$ cat src/rtl/bus_copy_master_if.sv
// Control and bus signals shared between bus_copy_master and its slave/requester.
// The master modport is the copy engine's view; slave is the bus/requester side.
interface bus_copy_master_if #(
  parameter int LEN_W = 16
);
  logic             start;
  logic [31:0]      srcAddr;
  logic [31:0]      dstAddr;
  logic [LEN_W-1:0] len;
  logic             busy;
  logic             done;
  logic             bSel;
  logic             bWrite;
  logic [31:0]      bAddr;
  logic [31:0]      bWData;
  logic [31:0]      bRData;

  modport master (
    input  start, srcAddr, dstAddr, len, bRData,
    output busy, done, bSel, bWrite, bAddr, bWData
  );

  modport slave (
    output start, srcAddr, dstAddr, len, bRData,
    input  busy, done, bSel, bWrite, bAddr, bWData
  );
endinterface

$ cat src/rtl/bus_copy_master.sv
// Word-copy bus master: reads len words from srcAddr and writes them to dstAddr, one RD then one WR per word.
// Define BUS_COPY_FILL_EN to build the fill variant: no reads, every word written with FILL_WORD.
module bus_copy_master #(
  parameter int          LEN_W     = 16,
  parameter logic [31:0] FILL_WORD = 32'h0000_0000
) (
  input logic               clk,
  input logic               rst,
  bus_copy_master_if.master bus
);

  typedef enum logic [1:0] {IDLE, RD, WR, DONE} state_t;

`ifdef BUS_COPY_FILL_EN
  localparam state_t WORD_START = WR;
`else
  localparam state_t WORD_START = RD;
`endif

  state_t           state;
  state_t           stateNext;
  logic [31:0]      srcReg;
  logic [31:0]      dstReg;
  logic [31:0]      dataReg;
  logic [LEN_W-1:0] remReg;

  // NOTE: every output and stateNext gets a default first, so no path leaves one unassigned (no latch).
  always_comb begin
    stateNext  = state;
    bus.busy   = 1'b0;
    bus.done   = 1'b0;
    bus.bSel   = 1'b0;
    bus.bWrite = 1'b0;
    bus.bAddr  = 32'h0;
    bus.bWData = 32'h0;
    unique case (state)
      IDLE: begin
        if (bus.start) stateNext = (bus.len != '0) ? WORD_START : DONE;
      end
      RD: begin
        bus.busy  = 1'b1;
        bus.bSel  = 1'b1;
        bus.bAddr = srcReg;
        stateNext = WR;
      end
      WR: begin
        bus.busy   = 1'b1;
        bus.bSel   = 1'b1;
        bus.bWrite = 1'b1;
        bus.bAddr  = dstReg;
`ifdef BUS_COPY_FILL_EN
        bus.bWData = FILL_WORD;
`else
        bus.bWData = dataReg;
`endif
        // remReg is still the pre-decrement count here: 1 means this is the last word.
        stateNext = (remReg == LEN_W'(1)) ? DONE : WORD_START;
      end
      DONE: begin
        bus.done  = 1'b1;
        stateNext = IDLE;
      end
      default: stateNext = IDLE;
    endcase
  end

  // NOTE: sequential state uses non-blocking assignments so every register sees pre-edge values.
  always_ff @(posedge clk) begin
    if (rst) begin
      state   <= IDLE;
      srcReg  <= 32'h0;
      dstReg  <= 32'h0;
      dataReg <= 32'h0;
      remReg  <= '0;
    end else begin
      state <= stateNext;
      unique case (state)
        IDLE: begin
          if (bus.start && (bus.len != '0)) begin
            srcReg <= bus.srcAddr;
            dstReg <= bus.dstAddr;
            remReg <= bus.len;
          end
        end
        RD: dataReg <= bus.bRData;
        WR: begin
          // Address wrap past 32'hFFFF_FFFC is the intended modulo-2^32 behaviour.
          srcReg <= srcReg + 32'd4;
          dstReg <= dstReg + 32'd4;
          remReg <= remReg - LEN_W'(1);
        end
        default: ;
      endcase
    end
  end

endmodule

$ cat src/flat_wrapper.sv
// flat-port wrapper written by rule: the top's interface ports become plain ports
module bus_copy_master_flat 
#(
  parameter int          LEN_W     = 16,
  parameter logic [31:0] FILL_WORD = 32'h0000_0000
)
  (clk, rst, bus_start, bus_srcAddr, bus_dstAddr, bus_len, bus_bRData, bus_busy, bus_done, bus_bSel, bus_bWrite, bus_bAddr, bus_bWData);
  bus_copy_master_if #(.LEN_W(LEN_W)) bus_i ();
  input logic clk;
  input logic rst;
  input wire logic [$bits(bus_i.start)-1:0] bus_start;
  input wire logic [$bits(bus_i.srcAddr)-1:0] bus_srcAddr;
  input wire logic [$bits(bus_i.dstAddr)-1:0] bus_dstAddr;
  input wire logic [$bits(bus_i.len)-1:0] bus_len;
  input wire logic [$bits(bus_i.bRData)-1:0] bus_bRData;
  output wire logic [$bits(bus_i.busy)-1:0] bus_busy;
  output wire logic [$bits(bus_i.done)-1:0] bus_done;
  output wire logic [$bits(bus_i.bSel)-1:0] bus_bSel;
  output wire logic [$bits(bus_i.bWrite)-1:0] bus_bWrite;
  output wire logic [$bits(bus_i.bAddr)-1:0] bus_bAddr;
  output wire logic [$bits(bus_i.bWData)-1:0] bus_bWData;
  assign bus_i.start = bus_start;
  assign bus_i.srcAddr = bus_srcAddr;
  assign bus_i.dstAddr = bus_dstAddr;
  assign bus_i.len = bus_len;
  assign bus_i.bRData = bus_bRData;
  assign bus_busy = bus_i.busy;
  assign bus_done = bus_i.done;
  assign bus_bSel = bus_i.bSel;
  assign bus_bWrite = bus_i.bWrite;
  assign bus_bAddr = bus_i.bAddr;
  assign bus_bWData = bus_i.bWData;
  bus_copy_master #(.LEN_W(LEN_W), .FILL_WORD(FILL_WORD)) u_core (.clk(clk), .rst(rst), .bus(bus_i));
endmodule
$ cat config.mk
export PLATFORM = sky130hd
export DESIGN_NAME = bus_copy_master_flat
export DESIGN_NICKNAME = d
export VERILOG_FILES = /design/src/rtl/bus_copy_master_if.sv /design/src/rtl/bus_copy_master.sv /design/src/flat_wrapper.sv
export SDC_FILE = /design/constraint.sdc
export NUM_CORES = 1
export LEC_CHECK = 0
export CAP_MARGIN = 10
export CORE_MARGIN = 10
export CORE_UTILIZATION = 26
export CTS_CLUSTER_SIZE = 24
export DETAILED_ROUTE_END_ITERATION = 8
export PLACE_DENSITY = 0.52
export SLEW_MARGIN = 15
export SYNTH_ARGS = -nofsm -noshare
export SYNTH_HDL_FRONTEND = slang
export SYNTH_SLANG_ARGS = --single-unit
$ cat constraint.sdc
create_clock -name clk -period 2.25 [get_ports clk]
set_clock_uncertainty 0.1 [all_clocks]
set_input_delay 0.45 -clock clk [delete_from_list [all_inputs] [get_ports clk]]
set_output_delay 0.45 -clock clk [all_outputs]
set_load 0.02 [all_outputs]
== Yosys cells after proc, flatten, opt, wreduce, memory -nomap -nowiden ==
Index checks and enable logic that the tools add are counted.

* Output and inout bits: 68
* Bits in registers: 114
* Bits of input ports: 115
* Logic and storage cells: 35

* $add $sub $neg: 3
* Mux-type cells: 15
* Equality and inequality tests: 6
* Reductions and logical operators: 6

{| class="wikitable"
|+ Operators by type and width
! cell !! number
|-
| $pmux 32 s2 || 3
|-
| $mux 32 || 3
|-
| $add 32x3->32 const B || 2
|-
| $pmux 16 s2 || 1
|-
| $eq 16x1->1 const B || 1
|-
| $mux 16 || 1
|-
| $reduce_bool 16->1 || 1
|-
| $sub 16x1->16 const B || 1
|-
| $pmux 2 s4 || 1
|-
| $mux 2 || 3
|-
| $eq 2x2->1 const B || 2
|-
| $mux 1 || 3
|-
| $eq 2x1->1 const B || 1
|-
| $logic_not 2->1 || 1
|-
| $ne 2x1->1 const B || 1
|-
| $ne 2x2->1 const B || 1
|-
| $reduce_and 2->1 || 1
|-
| $reduce_bool 2->1 || 1
|-
| $reduce_or 2->1 || 1
|-
| $logic_and 1x1->1 || 1
|}

== Depth between registers and ports, before layout ==
Gate-level depths: netlist (run 1).

* Depth after elaboration: 4
* Gate-level depth with buffers: 9
* Mapped depth without buffers: 7

== Least setup slack after synthesis (run 1) ==
No wires, ideal clock.

* Path kind: register to output
* From: reg u_core.state[0]
* To: out bus_bAddr[31]
* Slack: -203 ps
* Stages on the path, launching flop included: 7
* Data required time: 1700 ps
* Data arrival time: 1903 ps
* Buffers on the path: 2
* Cell sequence: dfxtp_1 > inv_1 > ha_1 > clkbuf_1 > clkbuf_1 > nand2_1 > a21boi_0

* Longest elaborated chain between the ends: 2
* Elaborated cells on any way between the ends: 3
* Those cells by class: eq/ne (2); mux (1)

{| class="wikitable"
|+ RTL lines
! element !! RTL line !! RTL
|-
| from (decl) || bus_copy_master.sv:20 || <nowiki>state_t state;</nowiki>
|-
| from (signal assigned) || bus_copy_master.sv:76 || <nowiki>state <= stateNext;</nowiki>
|-
| $eq 2x2->1 or $eq 2x1->1 (tied branches) || bus_copy_master.sv:36 || <nowiki>unique case (state)</nowiki>
|-
| $pmux 32 s2 * || bus_copy_master.sv:36 ||
|-
| to (decl) || flat_wrapper.sv:20 || <nowiki>output wire logic [$bits(bus_i.bAddr)-1:0] bus_bAddr;</nowiki>
|}

Mark *: on every way between the ends. The rest lies on a longest branch, timed or not.

== Worst setup path in the final report (run 1) ==
* From: reg u_core.state[1]
* To: out bus_bAddr[27]

Same word-level chain as after synthesis.

==> results.md, run 1 <==
* IO Port Bufs at ~180
* CTS Hold Bufs at 0
* Vias in the first global route at 8025
* Clock Path Buffers at 2
* DRT antenna net count at 0
* Post-synth EDFFs at 0
* Commonest non-fill, non-tap cell in the layout: buf_4
* Final net count at roughly 1300
* Max Cap Viol at 0
* Syn nets at ~1100
* Final setup viols at 23
* Top_reg_cell synth: dfxtp_1
* Cell area after layout at 11500 um2
* Share of cells above drive strength 1 at 0.284
* Status: finished, violations left
* N_diodes at 0
* Syn avg cell area at between 7 and 8 um2
* Setup WS pre-CTS at -0.347 ns
* Core ar. at ~27000 um2
* # IOs at about 180
* R2R Path End: u_core.srcReg[14]
* GRT Total Usage at 0.170
* Initial antenna violation count at 2
* First-pass GRT wire length at about 46 mm
* Drt first-iter violations at 703
* Gr ovfl total at 0
* Root buf cell: clkbuf_16
* Clk slew on worst S/H paths at around 0.060 ns
* Die area at 34200 um2
* Area Growth Syn to Fin at 62.8%
* Initial Util at 0.263
* Peak VDD IR at about 0.56 mV
* Pin slew with the least headroom to its limit at around 0.53 ns
* Final Hold Viols at 0
* R2r setup slk at -0.01 ns
* Pre-Repair DR Iteration Count at 5
* Gpl congestion at 0.842
* R2r worst-path depth at 8
* Min Clock Period, post-route at about 2.3 ns
* Worst-Skew Late Latency at between 0.4 and 0.5 ns
* Library cells used by synthesis at 65
* Min-Delay Path Class: primary input to flop
* Post-Synthesis Cells at about 940
* Die Y at between 150 and 200 um
* Hold_sp: rst
* Commonest non-fill, non-tap cells in the layout: buf_4, clkdlybuf4s50_1, dfxtp_1
* Setup repair after global routing missed its margin: yes
* Remaining DRCs at 0
* Yosys warning count at 0
* Worst setup path startpoint: u_core.state[1]
* Clock tree from TritonCTS: done
* FFs w/ async S/R, synth at 0
* Crit Path Category: flop to output pin
* Row Count at 60
* Failing checks: setup timing
* Final core utilization at 0.428
* Origin of the critical flop-to-flop path: u_core.state[1]
* Total wire length at ~30 mm
* Post-Syn Area at between 7000 and 8000 um2
* Average wire per standard cell at 19.6 um
* H-tree depth at 4
* Total power at around 0.013 W
* Largest net degree at the start of global routing at 95
* Clk sink count at between 100 and 150
* DP Wirelength at 21.3 mm
* Crit Path Max Fanout at 7
* Fmax achieved at ~0.43 GHz
* Worst Hold Depth at 2
* Crit path capture: bus_bAddr[27]
* PD cells at 1170 nW/um2
* Crit share post-route at 1.03
* Final worst setup slack at -0.0590 ns
* Fin. max-slew vios at 0
* Placed Area at 10300 um2
* Sequential area share after synthesis at 0.323
* FF+latch count, synth at approximately 110
* Die X at 185 um
* Vias per inst at roughly 5.3
* Endpoint class of the critical path: output pin
* Lkg Pwr at 4.36 nW
* Hold WS at about 0.26 ns
* CP startpoint kind: flop
* Arrival @ worst endpoint at around 1.8 ns
* CTS Buf Count at 17
* Vias at ~8000
* Relative slew slack at 0.645
* CP required at around 1.7 ns
sequential cells by signal (all words and copies together), names as in the netlist:
name,count
u_core.dstReg,32
u_core.dataReg,32
u_core.remReg,16
u_core.state,2
u_core.srcReg,32
per-layer routing:
| metal | vias up | global-route usage | wire length, um |
|---|---|---|---|
| met5 | - | 0 | 26 |
| met3 | 33 | 0.0541 | 2460 |
| met4 | 4 | 0.0488 | 472 |
| met2 | 302 | 0.273 | 14400 |
| li1 | 4006 | - | - |
| met1 | 3886 | 0.212 | 13200 |
worst max-delay path, cell delays in order (launching register included):
cell	delay [ns]
dfxtp_2	0.33
buf_6	0.12
ha_4	0.22
buf_12	0.17
buf_6	0.12
a22oi_2	0.15
nor2b_1	0.07
buf_4	0.16
Yosys cell counts, types with 3 or more instances:
master | count | share of area
inv_1 | 24 | 0.013
a22oi_1 | 32 | 0.034
mux2i_1 | 34 | 0.048
nand3b_1 | 3 | 0.0032
and4_1 | 12 | 0.015
a21oi_1 | 72 | 0.051
and3_1 | 14 | 0.012
a22o_1 | 4 | 0.0050
a211oi_1 | 16 | 0.017
o31ai_1 | 4 | 0.0042
o21a_1 | 8 | 0.0085
o31a_1 | 5 | 0.0062
o2bb2ai_1 | 5 | 0.0062
o21ai_0 | 74 | 0.052
o211ai_1 | 3 | 0.0032
o22ai_1 | 8 | 0.0071
nand2_1 | 68 | 0.036
dfxtp_1 | 114 | 0.32
ha_1 | 8 | 0.014
nor3_1 | 21 | 0.015
buf_1 | 8 | 0.0042
and2_1 | 37 | 0.033
a221oi_1 | 5 | 0.0062
a21o_1 | 3 | 0.0032
a311oi_1 | 3 | 0.0037
nor2_1 | 70 | 0.037
o32ai_1 | 20 | 0.025
nand4_1 | 19 | 0.017
nand3_1 | 36 | 0.025
nand2b_1 | 3 | 0.0027
a31oi_1 | 22 | 0.019
o41ai_1 | 4 | 0.0050
clkbuf_1 | 70 | 0.037
buf_2 | 4 | 0.0028
nor4_1 | 17 | 0.015
nor2b_1 | 49 | 0.043
cells by family after synthesis:
logic type,share of synthesized area
flip-flops,0.323
multiplexers,0.0513
AND/OR/NAND/NOR,0.269
XOR/XNOR,0.00248
buffers and inverters,0.0609
AO/OA/AOI/OAI,0.279
adder cells (fa/ha/maj),0.0142
what timing repair did:
item | in CTS | in global routing
gates cloned | 2 | 4
pin swaps | 11 | 31
endpoints found under the setup margin | 131 | 111
setup buffers | 12 | 7
gates resized for setup | 348 | 102
how the worst min path moves through the flow:
stage and endpoint:
2_1_floorplan u_core.dataReg[0], 3_3_place_gp u_core.srcReg[1], 3_5_place_dp u_core.srcReg[0], 4_1_cts u_core.remReg[2], 5_1_grt u_core.remReg[10], 6_report u_core.remReg[5]
cell type report:
type,count,area (um2)
repair buffers,333,3320
well taps,341,427
multi-input cells,712,4790
fillers,2709,15400
clock inverters,15,161
inverters,25,96.3
clock buffers,17,425
flip-flops and latches,114,2290
through the flow:
stage / std cells / TNS [ns]
finish: 1557 / -0.853
global route: 1557 / -3.02
global placement: 1502 / -24.95
CTS: 1548 / -1.36
detailed placement: 1502 / -24.89
floorplan: 936 / -0.0128
power breakdown:
group | internal [W] | switching [W] | leakage (nW)
clock | 0.00164 | 0.00113 | 0.276
sequential | 0.00262 | 0.000644 | 0.939
combinational | 0.00369 | 0.00370 | 3.15
Power figures use the tool's default switching activity.
==> inputs of run 2 (changes only) <==
- ABC_CLOCK_PERIOD_IN_PS: not set -> 2250
- CORE_ASPECT_RATIO: not set -> 1.4
==> results.md, run 2 (synthesized netlist as in run 1, its figures left out) <==
* Status: finished, violations left (unchanged)
* Failing checks: setup timing (unchanged)
* Largest net degree at the start of global routing at 79 (was 95)
* Final core utilization at 0.445 (was 0.428)
* H-tree depth at 4 (unchanged)
* CP required at 1.70 ns (about the same)
* Initial antenna violation count at 0 (was 2)
* Arrival @ worst endpoint at 1.81 ns (was 1.76 ns)
* Worst-Skew Late Latency at 0.42 ns (was 0.43 ns)
* GRT Total Usage at 0.178 (was 0.170)
* Die Y at 215 um (was 185 um)
* Remaining DRCs at 0 (unchanged)
* Sw Share at 0.395 (was 0.408)
* Total wire length at 32.2 mm (was 30.5 mm)
* Top Registers: u_core.dataReg x32, u_core.dstReg x32, u_core.srcReg x32 (unchanged)
* Lkg Pwr at 4.50 nW (was 4.36 nW)
* Clock Path Buffers at 2 (unchanged)
* IO Port Bufs at 182 (unchanged)
* # IOs at 183 (unchanged)
* First-pass GRT wire length at 48.9 mm (was 46.0 mm)
* Relative slew slack at 0.674 (was 0.645)
* Root buf cell: clkbuf_16 (unchanged)
* Crit-path max cell delay at 0.35 ns (was 0.33 ns)
* Slowest cell on the critical path: dfxtp_4 (was dfxtp_2)
* Share of cells above drive strength 1 at 0.302 (was 0.284)
* Reg power frac at 0.229 (was 0.243)
* Vias per inst at 5.29 (about the same)
* Min-Delay Path Class: flop to flop (was primary input to flop)
* Clock power frac at 0.200 (was 0.206)
* Average wire per standard cell at 20.3 um (was 19.6 um)
* Clk slew on worst S/H paths at 0.06 ns (about the same)
* Hold WS at 0.388 ns (was 0.265 ns)
* Core ar. at 26800 um2 (was 26900 um2)
* CP most frequent cell: buf_6 (unchanged)
* CTS Hold Bufs at 0 (unchanged)
* Crit Path Max Fanout at 5 (was 7)
* Vias at 8412 (was 8231)
* Setup repair after global routing missed its margin: yes (unchanged)
* PD cells at 1200 nW/um2 (was 1170 nW/um2)
* Fillers at 2713 (was 2709)
* Placed Area at 10100 um2 (was 10300 um2)
* Clk sink count at 114 (unchanged)
* Worst Hold Depth at 2 (unchanged)
* CP cell instances: buf_6, ha_4, buf_8, buf_6, a22oi_2, nor2b_1, buf_4 (was buf_6, ha_4, buf_12, buf_6, a22oi_2, nor2b_1, buf_4)
* Row Count at 71 (was 60)
* DRT antenna net count at 0 (unchanged)
* CP startpoint kind: flop (unchanged)
* Switching pwr at 0.00564 W (was 0.00547 W)
* Gr ovfl total at 0 (unchanged)
* Initial Util at 0.264 (was 0.263)
* Gpl congestion at 0.844 (was 0.842)
* Cells after DPL at 1510 (was 1502)
* Die area at 34300 um2 (was 34200 um2)
* Combinational Power Share at 0.571 (was 0.551)
* N_diodes at 0 (unchanged)
* Final worst setup slack at -0.114 ns (was -0.0590 ns)
* Pin slew with the least headroom to its limit at 0.485 ns (was 0.533 ns)
* Endpoint class of the critical path: output pin (unchanged)
* Min Clock Period, post-route at 2.36 ns (was 2.31 ns)
* DP Wirelength at 21.3 mm (about the same)
* R2r worst-path depth at 11 (was 8)
* Internal power at 0.00864 W (was 0.00795 W)
* Commonest non-fill, non-tap cells in the layout: buf_4, clkdlybuf4s50_1, dfxtp_1 (unchanged)
* Cell area after layout at 11900 um2 (was 11500 um2)
* Peak VDD IR at 0.837 mV (was 0.561 mV)
* Final setup viols at 43 (was 23)
* Commonest non-fill, non-tap cell in the layout: buf_4 (unchanged)
* Final Hold Viols at 0 (unchanged)
* CTS Buf Count at 17 (unchanged)
* Clock tree from TritonCTS: done (unchanged)
* Crit share post-route at 1.05 (was 1.03)
* Crit Path Category: flop to output pin (unchanged)
* Pre-Repair DR Iteration Count at 5 (unchanged)
* Drt first-iter violations at 506 (was 703)
* Max Cap Viol at 0 (unchanged)
* Fin. max-slew vios at 0 (unchanged)
* Fmax achieved at 0.423 GHz (was 0.433 GHz)
* Area Growth Syn to Fin at 68.8% (was 62.8%)
* Setup TNS at -1.58 ns (was -0.853 ns)
* Final net count at 1335 (was 1326)
* Vias in the first global route at 8453 (was 8025)
* Die X at 159 um (was 185 um)
* Layout Cells excl Fill at 1590 (was 1557)
[run 2: cell count changes in the layout (fill, tap and decap cells not counted), moves of 5 or more]
cell,change
and2_1,-7
a22oi_1,+5
and2_4,+7
o21ai_0,-10
buf_2,-15
dfxtp_2,-6
clkdlybuf4s50_1,+5
dlymetal6s2s_1,-5
a21oi_1,-6
buf_4,+12
a21oi_2,+6
o21ai_2,+6
a22oi_2,-5
buf_16,+8
[run 2: power by group through the flow]
stage,Combinational [W],Clock (W),Sequential (W)
floorplan,0.00341,0,0.00304
global placement,0.00586,0,0.00320
detailed placement,0.00589,0,0.00320
CTS,0.00764,0.00293,0.00322
global route,0.00871,0.00301,0.00333
finish,0.00815,0.00286,0.00326
[run 2: metal layers]
metal	global-route usage	vias to the layer above	share of wire
met1	0.198	4039	0.39
met3	0.0507	56	0.070
li1	-	4028	-
met4	0.0693	0	0.033
met5	0	-	0
met2	0.314	289	0.51
[run 2: metrics by stage]
stage	setup WS (ns)	power, W
6_report	-0.114	0.0143
3_3_place_gp	-0.419	0.00905
2_1_floorplan	-0.0128	0.00645
5_1_grt	-0.164	0.0151
3_5_place_dp	-0.432	0.00909
4_1_cts	-0.135	0.0138
[run 2: layout make-up]
cell class              count  area [um2]  area share
inverters                  25        98.8     0.00828
clock buffers              22         474      0.0397
repair buffers            342        3640       0.305
flip-flops and latches    114        2290       0.192
multi-input cells         712        4840       0.406
well taps                 365         457      0.0383
clock inverters            10         131      0.0110
[run 2: critical path, delay by kind of cell (launching register included)]
family	cells	cell delay, ns
AOI/OAI and AO/OA	1	0.22
adders and majority gates	1	0.20
buffers and inverters	4	0.54
DFF	1	0.35
and+or+nand+nor	1	0.07
[run 2: path summary, 6_finish.rpt]
| path | start | to | slack [ns] |
|---|---|---|---|
| min reg2reg | u_core.dataReg[5] | u_core.dataReg[5] | 0.39 |
| min | u_core.dataReg[5] | u_core.dataReg[5] | 0.39 |
| max | u_core.state[0] | bus_bAddr[28] | -0.11 |
| max reg2reg | u_core.state[0] | u_core.remReg[7] | -0.06 |
[run 2: what timing repair did]
action	4_1_cts	5_1_grt
cloned	10	4
setup buffers	34	5
setup endpoints to repair	112	144
gates resized for setup	428	96
hold endpoints to repair	0	0
pin swaps	16	39
==> inputs of run 3 (changes only) <==
- ABC_AREA: not set -> 1
- CELL_PAD_IN_SITES_DETAIL_PLACEMENT: not set -> 0
- CELL_PAD_IN_SITES_GLOBAL_PLACEMENT: not set -> 1
- PLACE_DENSITY: 0.52 -> 0.69
==> results.md, run 3 <==
* CTS Buf Count at 17 (unchanged)
* Largest area contributor in the netlist: dfxtp_1 (unchanged)
* Initial Util at 0.263 (was 0.264)
* Lkg Pwr at 5.46 nW (was 4.50 nW)
* Post-Synthesis Cells at 1340 (was 936)
* Commonest non-fill, non-tap cells in the layout: nand2_1, nor2_1, buf_4 (was buf_4, clkdlybuf4s50_1, dfxtp_1)
* Setup repair after global routing missed its margin: yes (unchanged)
* FFs w/ async S/R, synth at 0 (unchanged)
* Top-area cell type share of the netlist area at 0.291 (was 0.323)
* Area Growth Syn to Fin at 55.0% (was 68.8%)
* Slowest cell on the critical path: dfxtp_2 (was dfxtp_4)
* Yosys warning count at 0 (unchanged)
* Clk slew on worst S/H paths at 0.06 ns (about the same)
* Worst Hold Depth at 2 (unchanged)
* Syn nets at 1463 (was 1059)
* Final net count at 1736 (was 1335)
* Gpl congestion at 0.865 (was 0.844)
* Gr ovfl total at 0 (unchanged)
* Vias per inst at 4.69 (was 5.29)
* Root buf cell: clkbuf_16 (unchanged)
* Endpoint class of the critical path: output pin (unchanged)
* Crit Path Max Fanout at 8 (was 5)
* Sequential area share after synthesis at 0.291 (was 0.323)
* H-tree depth at 4 (unchanged)
* Vias in the first global route at 9446 (was 8453)
* Min-Delay Path Class: flop to flop (unchanged)
* Share of cells above drive strength 1 at 0.223 (was 0.302)
* Die X at 167 um (was 159 um)
* DRT antenna net count at 0 (unchanged)
* Fmax achieved at 0.422 GHz (was 0.423 GHz)
* GRT Total Usage at 0.164 (was 0.178)
* Fin. max-slew vios at 0 (unchanged)
* Peak VDD IR at 0.441 mV (was 0.837 mV)
* Final worst setup slack at -0.119 ns (was -0.114 ns)
* Remaining DRCs at 0 (unchanged)
* Fillers at 3211 (was 2713)
* Clock Path Buffers at 2 (unchanged)
* Total wire length at 32.6 mm (was 32.2 mm)
* Synth area leaders: dfxtp_1, nand2_1, nor2_1 (was dfxtp_1, o21ai_0, a21oi_1)
* First-pass GRT wire length at 50.4 mm (was 48.9 mm)
* Cells after DPL at 1942 (was 1510)
* # IOs at 183 (unchanged)
* Crit share post-route at 1.05 (about the same)
* PD cells at 802 nW/um2 (was 1200 nW/um2)
* Status: finished, violations left (unchanged)
* Crit path max-delay family: buffers and inverters (unchanged)
* CP required at 1.70 ns (about the same)
* Largest net degree at the start of global routing at 45 (was 79)
* R2R Path End: u_core.srcReg[17] (was u_core.remReg[7])
* Pre-Repair DR Iteration Count at 5 (unchanged)
* R2r setup slk at 0.09 ns (was -0.06 ns)
* Origin of the critical flop-to-flop path: u_core.state[1] (was u_core.state[0])
* Crit-path max cell delay at 0.37 ns (was 0.35 ns)
* Layout Cells excl Fill at 2012 (was 1590)
* Final setup viols at 42 (was 43)
* Drt first-iter violations at 375 (was 506)
* Commonest non-fill, non-tap cell in the layout: nand2_1 (was buf_4)
* Worst hold endpoint: u_core.srcReg[0] (was u_core.dataReg[5])
* Setup WS pre-CTS at -0.168 ns (was -0.432 ns)
* Worst-Skew Late Latency at 0.42 ns (about the same)
* Relative slew slack at 0.649 (was 0.674)
* Post-synth EDFFs at 0 (unchanged)
* Top Registers: u_core.dataReg x32, u_core.dstReg x32, u_core.srcReg x32 (unchanged)
* Clock tree from TritonCTS: done (unchanged)
* Top_reg_cell synth: dfxtp_1 (unchanged)
* Average wire per standard cell at 16.2 um (was 20.3 um)
* Pin slew with the least headroom to its limit at 0.527 ns (was 0.485 ns)
* Min Clock Period, post-route at 2.37 ns (was 2.36 ns)
* CP startpoint kind: flop (unchanged)
* Arrival @ worst endpoint at 1.82 ns (was 1.81 ns)
* Synth top cells by count: nand2_1, nor2_1, dfxtp_1 (was dfxtp_1, o21ai_0, a21oi_1)
* FF+latch count, synth at 114 (unchanged)
* Core ar. at 29800 um2 (was 26800 um2)
* CP cell instances: buf_4, ha_4, buf_12, buf_12, buf_8, nand2_4, a21oi_4, buf_6 (was buf_6, ha_4, buf_8, buf_6, a22oi_2, nor2b_1, buf_4)
* Worst setup path startpoint: u_core.state[1] (was u_core.state[0])
* Crit Path Category: flop to output pin (unchanged)
* Initial antenna violation count at 2 (was 0)
* Syn avg cell area at 5.86 um2 (was 7.55 um2)
* Row Count at 75 (was 71)
* Die area at 37600 um2 (was 34300 um2)
* Die Y at 226 um (was 215 um)
* Most frequent cell after synthesis: nand2_1 (was dfxtp_1)
* Vias at 9435 (was 8412)
* Final Hold Viols at 0 (unchanged)
* CP Buf/Inv Count at 5 (was 4)
* Library cells used by synthesis at 36 (was 65)
* CP most frequent cell: buf_12 (was buf_6)
* Max Cap Viol at 0 (unchanged)
* Post-Syn Area at 7850 um2 (was 7070 um2)
* Failing checks: setup timing (unchanged)
* DP Wirelength at 23.8 mm (was 21.3 mm)
* Clk sink count at 114 (unchanged)
* Hold_sp: u_core.srcReg[0] (was u_core.dataReg[5])
* R2r worst-path depth at 11 (unchanged)
* IO Port Bufs at 182 (unchanged)
==> run 3: cell types whose count changed in the layout (fill, tap and decap cells not counted), moves of 34 or more <==
cell and delta:
nand2_1 +316, nor2_1 +184, inv_1 +75, nand3_1 +55
nor2b_1 -34, mux2i_1 -34
==> run 3: worst max-delay path by stage <==
stage                     slack, ns            end  depth (start not counted)
after global routing          -0.18  bus_bAddr[27]                          8
final                         -0.12  bus_bAddr[27]                          8
after floorplan                0.01  bus_bAddr[23]                          7
after global placement        -0.17   bus_bAddr[2]                          7
after detailed placement      -0.17   bus_bAddr[2]                          7
after CTS                     -0.17  bus_bAddr[13]                          6
==> run 3: kinds of logic after synthesis <==
family	Yosys count	synth area share
AOI/OAI and AO/OA	196	0.130
and+or+nand+nor	836	0.455
DFF	114	0.291
buffers and inverters	177	0.101
adders and majority gates	8	0.0128
xor gates and xnor gates	9	0.0100
==> run 3: what timing repair did <==
action,in CTS,in global routing
resized for setup,355,98
setup endpoints to repair,69,81
buffers inserted,13,17
pin swaps,11,23
hold buffers,0,0
gates cloned,4,5
==> run 3: per-layer routing <==
metal | wire length (um) | share of wire | vias to the layer above | GRT usage
met2 | 16100 | 0.49 | 250 | 0.283
met5 | 12 | 0.00037 | - | 0
met4 | 600 | 0.018 | 2 | 0.0542
met3 | 2270 | 0.070 | 34 | 0.0506
li1 | - | - | 4810 | -
met1 | 13600 | 0.42 | 4339 | 0.189
==> run 3: tightest hold or removal path, delay by kind of cell, from the launching register on <==
kind	cells	cell delay [ns]
and+or+nand+nor	1	0.06
AOI/OAI and AO/OA	1	0.06
DFF	1	0.31
==> run 3: area by class of cell <==
cell class,instances,area [um2],area share
inverters,107,427,0.0351
well taps,385,482,0.0396
repair buffers,324,3190,0.262
clock buffers,24,502,0.0412
clock inverters,8,76.3,0.00627
flip-flops and latches,114,2280,0.188
multi-input cells,1049,5210,0.428
diodes,1,2.50,0.000206
==> run 3: metrics by stage <==
step,cell area (um2),hold slack [ns],power [W],setup TNS [ns],util
final,12200,0.370,0.00976,-1.79,0.408
after global routing,12200,0.379,0.0104,-5.99,0.408
after CTS,11600,0.369,0.00941,-3.49,0.388
after detailed placement,10700,0.361,0.00646,-7.63,0.360
after global placement,10700,0.356,0.00644,-5.77,0.360
after floorplan,7850,0.343,0.00489,0,-
==> run 3: where the power goes <==
part	switching (W)	internal [W]	total, W
Clock	0.00103	0.00166	0.00270
Sequential	0.000450	0.00245	0.00290
Combinational	0.00231	0.00186	0.00416
Total	0.00379	0.00597	0.00976
